<file path="src/rtl/countdown_timer_pkg.sv">
// Shared types, constants and BCD helpers for the countdown timer.
package countdown_timer_pkg;

  typedef enum logic [1:0] {
    IDLE  = 2'd0,
    RUN   = 2'd1,
    PAUSE = 2'd2,
    DONE  = 2'd3
  } state_e;

  localparam logic [1:0] F_SEC = 2'd0;
  localparam logic [1:0] F_MIN = 2'd1;
  localparam logic [1:0] F_HR  = 2'd2;

  localparam int unsigned MS_TENS_MAX = 5;
  localparam int unsigned UNITS_MAX   = 9;
  localparam logic [6:0]  MS_MAX      = 7'(MS_TENS_MAX * 10 + UNITS_MAX);

  function automatic logic [7:0] bcd2_to_bin(input logic [7:0] v);
    return ({4'b0, v[7:4]} * 8'd10) + {4'b0, v[3:0]};
  endfunction

  function automatic logic [7:0] bin_to_bcd2(input logic [7:0] b);
    logic [7:0] tens;
    logic [7:0] units;
    tens  = b / 8'd10;
    units = b % 8'd10;
    return {tens[3:0], units[3:0]};
  endfunction

  // Two-digit BCD increment/decrement wrapping within 0..max.
  function automatic logic [7:0] bcd2_step(input logic [7:0] v,
                                           input logic [6:0] max,
                                           input logic       dec);
    logic [7:0] b;
    logic [7:0] m;
    b = bcd2_to_bin(v);
    m = {1'b0, max};
    if (dec) b = (b == 8'd0) ? m : b - 8'd1;
    else     b = (b >= m) ? 8'd0 : b + 8'd1;
    return bin_to_bcd2(b);
  endfunction

  // Clamp a preset field to max; the result is always valid BCD.
  function automatic logic [7:0] bcd2_sat(input logic [7:0] v,
                                          input logic [6:0] max);
    logic [7:0] b;
    b = bcd2_to_bin(v);
    if (b > {1'b0, max}) b = {1'b0, max};
    return bin_to_bcd2(b);
  endfunction

endpackage

</file>
<file path="src/rtl/btn_debounce.sv">
// Raw button synchroniser, stability filter and rising-edge press pulse.
module btn_debounce #(
  parameter int DEB_CYCLES = 1_000_000
) (
  input  logic clk_i,
  input  logic rst_ni,
  input  logic btn_i,
  output logic press_o
);

  localparam int CW = (DEB_CYCLES > 1) ? $clog2(DEB_CYCLES) : 1;

  logic          sync1_q, sync2_q;
  logic          level_q, level_d;
  logic          prev_q;
  logic [CW-1:0] cnt_q, cnt_d;

  // Accept a new level once it has been sampled DEB_CYCLES times in a row.
  always_comb begin
    level_d = level_q;
    cnt_d   = '0;
    if (sync2_q != level_q) begin
      if (cnt_q == CW'(DEB_CYCLES - 1)) level_d = sync2_q;
      else                              cnt_d   = cnt_q + 1'b1;
    end
  end

  // Synchroniser, filter state and edge-detect history.
  always_ff @(posedge clk_i or negedge rst_ni) begin
    if (!rst_ni) begin
      sync1_q <= 1'b0;
      sync2_q <= 1'b0;
      level_q <= 1'b0;
      prev_q  <= 1'b0;
      cnt_q   <= '0;
    end else begin
      sync1_q <= btn_i;
      sync2_q <= sync1_q;
      level_q <= level_d;
      prev_q  <= level_q;
      cnt_q   <= cnt_d;
    end
  end

  assign press_o = level_q & ~prev_q;

endmodule

</file>
<file path="src/rtl/countdown_timer.sv">
// HH:MM:SS BCD countdown timer with field editing, pause and timed alarm.
module countdown_timer
  import countdown_timer_pkg::*;
#(
  parameter int CLK_HZ     = 50_000_000,
  parameter int DEB_CYCLES = 1_000_000,
  parameter int HR_MAX     = 23,
  parameter int ALARM_SECS = 10
) (
  input  logic       clk,
  input  logic       reset,
  input  logic       up,
  input  logic       down,
  input  logic       left,
  input  logic       right,
  input  logic       start,
  input  logic       load,
  input  logic [3:0] hr_10,
  input  logic [3:0] hr_1,
  input  logic [3:0] min_10,
  input  logic [3:0] min_1,
  input  logic [3:0] sec_10,
  input  logic [3:0] sec_1,
  output logic [3:0] hr_2_10,
  output logic [3:0] hr_2_1,
  output logic [3:0] min_2_10,
  output logic [3:0] min_2_1,
  output logic [3:0] sec_2_10,
  output logic [3:0] sec_2_1,
  output logic [1:0] cursor,
  output logic       running,
  output logic       alarm
);

  localparam int         PW   = (CLK_HZ > 1) ? $clog2(CLK_HZ) : 1;
  localparam int         AW   = (ALARM_SECS > 1) ? $clog2(ALARM_SECS) : 1;
  localparam logic [6:0] HMAX = 7'(HR_MAX);

  // Press pulses: [0]=up [1]=down [2]=left [3]=right [4]=start [5]=load
  logic [5:0] raw, press;
  assign raw = {load, start, right, left, down, up};

  for (genvar g = 0; g < 6; g++) begin : g_deb
    btn_debounce #(.DEB_CYCLES(DEB_CYCLES)) u_deb (
      .clk_i  (clk),
      .rst_ni (reset),
      .btn_i  (raw[g]),
      .press_o(press[g])
    );
  end

  state_e        state_q, state_d;
  logic [7:0]    hr_q, hr_d, min_q, min_d, sec_q, sec_d;
  logic [1:0]    cursor_q, cursor_d;
  logic [PW-1:0] presc_q, presc_d;
  logic [AW-1:0] alm_q, alm_d;
  logic          running_q, alarm_q;
  logic          tick;
  logic [7:0]    hr_ld, min_ld, sec_ld;
  logic [7:0]    hr_dn, min_dn, sec_dn;

  assign hr_ld  = bcd2_sat({hr_10, hr_1}, HMAX);
  assign min_ld = bcd2_sat({min_10, min_1}, MS_MAX);
  assign sec_ld = bcd2_sat({sec_10, sec_1}, MS_MAX);

  // One-second decrement with borrow into minutes and hours.
  always_comb begin
    sec_dn = bcd2_step(sec_q, MS_MAX, 1'b1);
    min_dn = (sec_q == 8'h00) ? bcd2_step(min_q, MS_MAX, 1'b1) : min_q;
    hr_dn  = (sec_q == 8'h00 && min_q == 8'h00) ? bcd2_step(hr_q, HMAX, 1'b1) : hr_q;
  end

  // Next-state, prescaler and digit datapath; pulses are priority-ordered.
  always_comb begin
    state_d  = state_q;
    hr_d     = hr_q;
    min_d    = min_q;
    sec_d    = sec_q;
    cursor_d = cursor_q;
    alm_d    = alm_q;
    presc_d  = presc_q;
    tick     = 1'b0;
    if (state_q == RUN || state_q == DONE) begin
      tick    = (presc_q == PW'(CLK_HZ - 1));
      presc_d = tick ? '0 : presc_q + 1'b1;
    end
    unique case (state_q)
      IDLE: begin
        presc_d = '0;
        if (press[4]) begin
          if ({hr_q, min_q, sec_q} != '0) state_d = RUN;
        end else if (press[5]) begin
          hr_d  = hr_ld;
          min_d = min_ld;
          sec_d = sec_ld;
        end else if (press[0] || press[1]) begin
          unique case (cursor_q)
            F_SEC:   sec_d = bcd2_step(sec_q, MS_MAX, press[1] & ~press[0]);
            F_MIN:   min_d = bcd2_step(min_q, MS_MAX, press[1] & ~press[0]);
            default: hr_d  = bcd2_step(hr_q, HMAX, press[1] & ~press[0]);
          endcase
        end else if (press[2]) begin
          cursor_d = (cursor_q == F_HR) ? F_SEC : cursor_q + 2'd1;
        end else if (press[3]) begin
          cursor_d = (cursor_q == F_SEC) ? F_HR : cursor_q - 2'd1;
        end
      end
      RUN: begin
        if (press[4]) state_d = PAUSE;
        if (tick) begin
          hr_d  = hr_dn;
          min_d = min_dn;
          sec_d = sec_dn;
          if ({hr_dn, min_dn, sec_dn} == '0) begin
            state_d = DONE;
            alm_d   = '0;
          end
        end
      end
      PAUSE: begin
        presc_d = presc_q;
        if (press[4]) begin
          state_d = RUN;
        end else if (press[5]) begin
          state_d = IDLE;
          presc_d = '0;
          hr_d    = hr_ld;
          min_d   = min_ld;
          sec_d   = sec_ld;
        end
      end
      DONE: begin
        if (|press) begin
          state_d = IDLE;
          presc_d = '0;
        end else if (tick) begin
          if (alm_q == AW'(ALARM_SECS - 1)) begin
            state_d = IDLE;
            presc_d = '0;
          end else begin
            alm_d = alm_q + 1'b1;
          end
        end
      end
      default: state_d = IDLE;
    endcase
  end

  // State, digit, prescaler and registered status outputs.
  always_ff @(posedge clk or negedge reset) begin
    if (!reset) begin
      state_q   <= IDLE;
      hr_q      <= '0;
      min_q     <= '0;
      sec_q     <= '0;
      cursor_q  <= F_SEC;
      presc_q   <= '0;
      alm_q     <= '0;
      running_q <= 1'b0;
      alarm_q   <= 1'b0;
    end else begin
      state_q   <= state_d;
      hr_q      <= hr_d;
      min_q     <= min_d;
      sec_q     <= sec_d;
      cursor_q  <= cursor_d;
      presc_q   <= presc_d;
      alm_q     <= alm_d;
      running_q <= (state_d == RUN);
      alarm_q   <= (state_d == DONE);
    end
  end

  assign {hr_2_10, hr_2_1}   = hr_q;
  assign {min_2_10, min_2_1} = min_q;
  assign {sec_2_10, sec_2_1} = sec_q;
  assign cursor  = cursor_q;
  assign running = running_q;
  assign alarm   = alarm_q;

endmodule

</file>
<file path="config.mk">
export PLATFORM = sky130hd
export DESIGN_NAME = countdown_timer
export DESIGN_NICKNAME = d
export VERILOG_FILES = /design/src/rtl/countdown_timer_pkg.sv /design/src/rtl/btn_debounce.sv /design/src/rtl/countdown_timer.sv
export SDC_FILE = /design/constraint.sdc
export NUM_CORES = 1
export LEC_CHECK = 0
export BUFFER_PORTS_ARGS = -buffer_cell sky130_fd_sc_hd__clkbuf_2
export CAP_MARGIN = 10
export CORE_ASPECT_RATIO = 0.7
export CORE_MARGIN = 5
export CORE_UTILIZATION = 58
export CTS_CLUSTER_SIZE = 12
export DETAILED_ROUTE_END_ITERATION = 8
export GPL_ROUTABILITY_DRIVEN = 0
export GPL_TIMING_DRIVEN = 0
export PLACE_DENSITY = 0.79
export SYNTH_ARGS = -nofsm -noshare
export SYNTH_HDL_FRONTEND = slang
export SYNTH_SLANG_ARGS = --single-unit
</file>
<file path="constraint.sdc">
create_clock -name clk -period 6.5 [get_ports clk]
set_input_delay 0.65 -clock clk [delete_from_list [all_inputs] [get_ports clk]]
set_output_delay 0.65 -clock clk [all_outputs]
set_load 0.01 [all_outputs]
</file>
==> impl_summary.txt <==
----------------------------------------------------
[Logic synthesis]
  Main area contributors after synthesis ... dfrtp_1 29%, ha_1 6.4%, nor2_1 6.0%
  Mean cell area of the mapped netlist ... 8.13 µm²
  Fraction of the yosys area taken by sequential cells ... 0.293
  Post-synth net total ... 2278
  Cell accounting for the most synthesized area ... dfrtp_1
  Number of synthesized flops with an enable pin ... 0
  Share of Yosys cell area claimed by the top area cell type ... 0.293
  Register bit total from synthesis ... 204
  Synthesized area ... around 17000 µm²
  Post-synth top flop ... dfrtp_1
  Gate count after technology mapping ... 2145
  Number of distinct standard cells referenced by the synthesized netlist ... 110
  Share of async-settable or async-resettable flops after synthesis ... 1.00
  Warnings from Yosys ... 0

[GRT]
  Maximum number of pins on one net before global-route repair ... 113
  Global-route wire length before repair ... 77800 µm
  Number of global-route vias before repair ... between 15000 and 20000
  Global-route total usage across every layer ... 0.271
  Total congestion overflow after global routing ... 0
  Number of antenna violations at the first check in global routing ... 0

[Route]
  Wire length per cell after detailed routing ... roughly 19 µm
  Number of remaining DRC errors ... 0
  Number of vias in the routed layout ... 17400
  Via density ... ~6.5
  Drt initial violations ... 2002
  Total detailed-routing wirelength ... 49700 µm
  First-pass DRT Iterations ... 8
  Number of routed nets with antenna violations ... 0

[Clocking]
  Number of buffers inserted during clock tree synthesis ... 22
  Clock latency on the worst-skew pair ... 0.50 ns
  Clock tree sinks ... 204
  Buffer cell driving the clock tree root ... clkbuf_16
  Clock tree from TritonCTS ... built
  Level count of the clock H-tree ... 1
  Clk buf depth ... 3
  Clock transition at the registers of the reported paths ... 0.06 ns
  Number of buffers inserted by hold repair at cts ... 0

[Setup path]
  Kind of capture point of the worst setup path ... register
  Startpoint class of the critical path ... register
  Crit Path Class ... register to register
  Crit path arrival time ... 6.95 ns
  Worst EP required ... 6.94 ns
  Maximum net fanout on the critical path ... 7

[STA]
  Highest achievable clock rate ... 154 MHz
  Hold WS ... 0.213 ns
  Slew at the pin closest to its max-slew limit ... 1.25 ns
  Worst Slack Setup Final ... -0.00715 ns
  Pins Over Slew Limit ... 0
  Number of failing setup endpoints in the final timing report ... 2
  Worst slew margin relative to its limit ... 0.158
  Final worst-path cycle share ... 1.00
  Final hold vios ... 0
  Shortest period the worst path allows ... 6.51 ns
  Worst clock skew on the final layout ... 0.0163 ns

[Die]
  Core Rows ... 53
  DIE AREA ... about 34000 µm²
  Initial standard-cell utilization of the core ... 0.584
  Die height ... 155 µm
  Core ar. ... 29800 µm²
  Floorplan die width ... 217 µm
  I/O Pins ... 60

[Finish]
  Area of all placed cells without fillers ... 20200 µm²
  Most common cell after layout, fill and taps aside ... nor2_1
  Post-Route Utilization ... 0.676
  Final net count ... 2412
  Commonest cells after routing, fill and taps aside ... 275 x nor2_1, 194 x dfrtp_1, 193 x nand2_1, 111 x nand3_1, 108 x a21oi_1
  Count of filler cells inserted in the layout ... around 2400
  Number of non-filler instances in the completed layout ... 2674
  Share of layout cells above drive strength 1 ... 0.157
  Syn-to-layout area delta ... 15.7%

[Placed design]
  Post-DP HPWL ... 35100 µm
  Placed Instances ... 2590
  Placed cell area ... 18300 µm²
  # port buffers ... 59

[Worst hold path]
  Worst hold path type ... input pin to async pin

[Pwr]
  Pwr Density ... approximately 240 nW/µm²
  Net Sw Power ... between 1.5 and 2 mW
  Part of the power in the clock network ... 0.238
  Total internal power ... ~2.9 mW
  Sequential group share of total power ... 0.282
  Leakage dissipation ... slightly above 8 nW
  Comb pwr share ... 0.480
  Maximum vdd drop ... 161 µV
  Switching Share ... 0.400

[Status]
  Failing checks ... negative setup slack
  Status ... complete, but fails checks

[Job]
  Maxcap violations ... 0

----------------------------------------------------
cells by family after synthesis:
logic type,Yosys count,share of synthesized area
buf+inv,139,0.0309
simple gates,950,0.271
fa+ha+maj,103,0.0788
flops,204,0.293
compound gates,502,0.194
mux,38,0.0246
xor+xnor,209,0.109
routing by layer:
| layer | wire, µm | share of wire | GRT usage | vias to the layer above |
|---|---|---|---|---|
| li1 | - | - | - | 8093 |
| met1 | 21700 | 0.44 | 0.398 | 8320 |
| met2 | 22100 | 0.44 | 0.421 | 823 |
| met3 | 4910 | 0.099 | 0.0539 | 127 |
| met4 | 995 | 0.020 | 0.0517 | 0 |
| met5 | 0 | 0 | 0 | - |
power groups by stage:
stage	clock, mW	combinational, mW	sequential [mW]
finish	1.13	2.29	1.34
global route	1.20	2.47	1.34
CTS	1.16	1.98	1.34
detailed placement	0	1.85	1.36
global placement	0	1.79	1.36
floorplan	0	1.43	1.35
worst paths after layout:
check / startpoint / end / slack (ns) / cells past startpoint
max: sec_q[5] / alm_q[1] / -0.007 / 23
min: reset / g_deb[1].u_deb.cnt_q[16] / 0.21 / 1
max reg2reg: sec_q[5] / alm_q[1] / -0.007 / 23
min reg2reg: g_deb[3].u_deb.sync1_q / g_deb[3].u_deb.sync2_q / 0.36 / 0
max in group asynchronous: reset / sec_q[7] / 5.23 / 2
min in group clk: up / g_deb[0].u_deb.sync1_q / 0.25 / 1
synth_stat cells (8+ instances only):
cell type,instances
o21a_1,9
mux2i_1,22
a211oi_1,34
and2_1,19
nand2b_1,20
xor2_1,96
mux2_2,12
o31ai_1,8
clkbuf_1,65
and3_1,51
a211o_1,13
o211ai_1,20
fa_1,12
o21ai_1,11
or4_1,10
and4_1,13
a311oi_1,9
ha_1,89
nor2_1,279
buf_2,13
or2_2,16
a21oi_1,119
nor4_1,27
or3_1,40
a22oi_1,13
nand4_1,36
xnor2_1,107
a21o_1,19
nor4b_1,11
nor2b_1,14
inv_1,58
nand2_1,196
o22ai_1,15
nand3_1,115
dfrtp_1,204
nor3_1,62
a31oi_1,19
o21ai_0,107
critical path, cell delays in order (launching register included):
cell and delay (ns):
dfrtp_1 0.44, ha_1 0.34, ha_1 0.22, fa_2 0.62
buf_4 0.14, nand4_1 0.17, mux2i_2 0.33, xor2_1 0.33
nand2_1 0.16, ha_4 0.28, o211ai_1 0.18, a211oi_2 0.13
buf_4 0.21, a211o_4 0.34, a31o_2 0.29, nor2_4 0.14
nand3_2 0.13, xnor2_2 0.21, ha_2 0.24, nor3_1 0.06
mux2_4 0.30, or4b_4 0.59, or4_1 0.51, nand3_1 0.08
metrics by stage:
| stage | power, mW | worst slack (ns) | TNS, ns |
|---|---|---|---|
| floorplan | 2.78 | 0.179 | 0 |
| global placement | 3.15 | -0.705 | -5.40 |
| detailed placement | 3.21 | -0.852 | -7.49 |
| CTS | 4.47 | 0.0129 | 0 |
| global route | 5.02 | -0.240 | -0.899 |
| finish | 4.77 | -0.00715 | -0.0133 |
state kept, by name, summed over array words and instances, names as in the netlist, 6 cells and up:
name	count
sec_q	8
min_q	8
g_deb.u_deb.cnt_q	120
g_deb.u_deb.prev_q	6
g_deb.u_deb.sync2_q	6
g_deb.u_deb.sync1_q	6
hr_q	8
g_deb.u_deb.level_q	6
presc_q	26
area by class of cell:
cell class	count	area (µm²)	share of cell area
repair buffers	115	752	0.0373
multi-input cells	1803	12600	0.627
clock inverters	6	43.8	0.00217
clock buffers	27	589	0.0292
flip-flops and latches	204	5120	0.254
diodes	1	2.50	0.000124
inverters	59	221	0.0110
plain buffers	74	317	0.0157
well taps	385	482	0.0239
what timing repair did:
item,CTS,global route
resized for setup,55,129
pin swaps,16,38
setup buffers,16,39
setup endpoints to repair,13,20
cloned,0,1
Note: power is estimated with default switching activity, not from simulation.
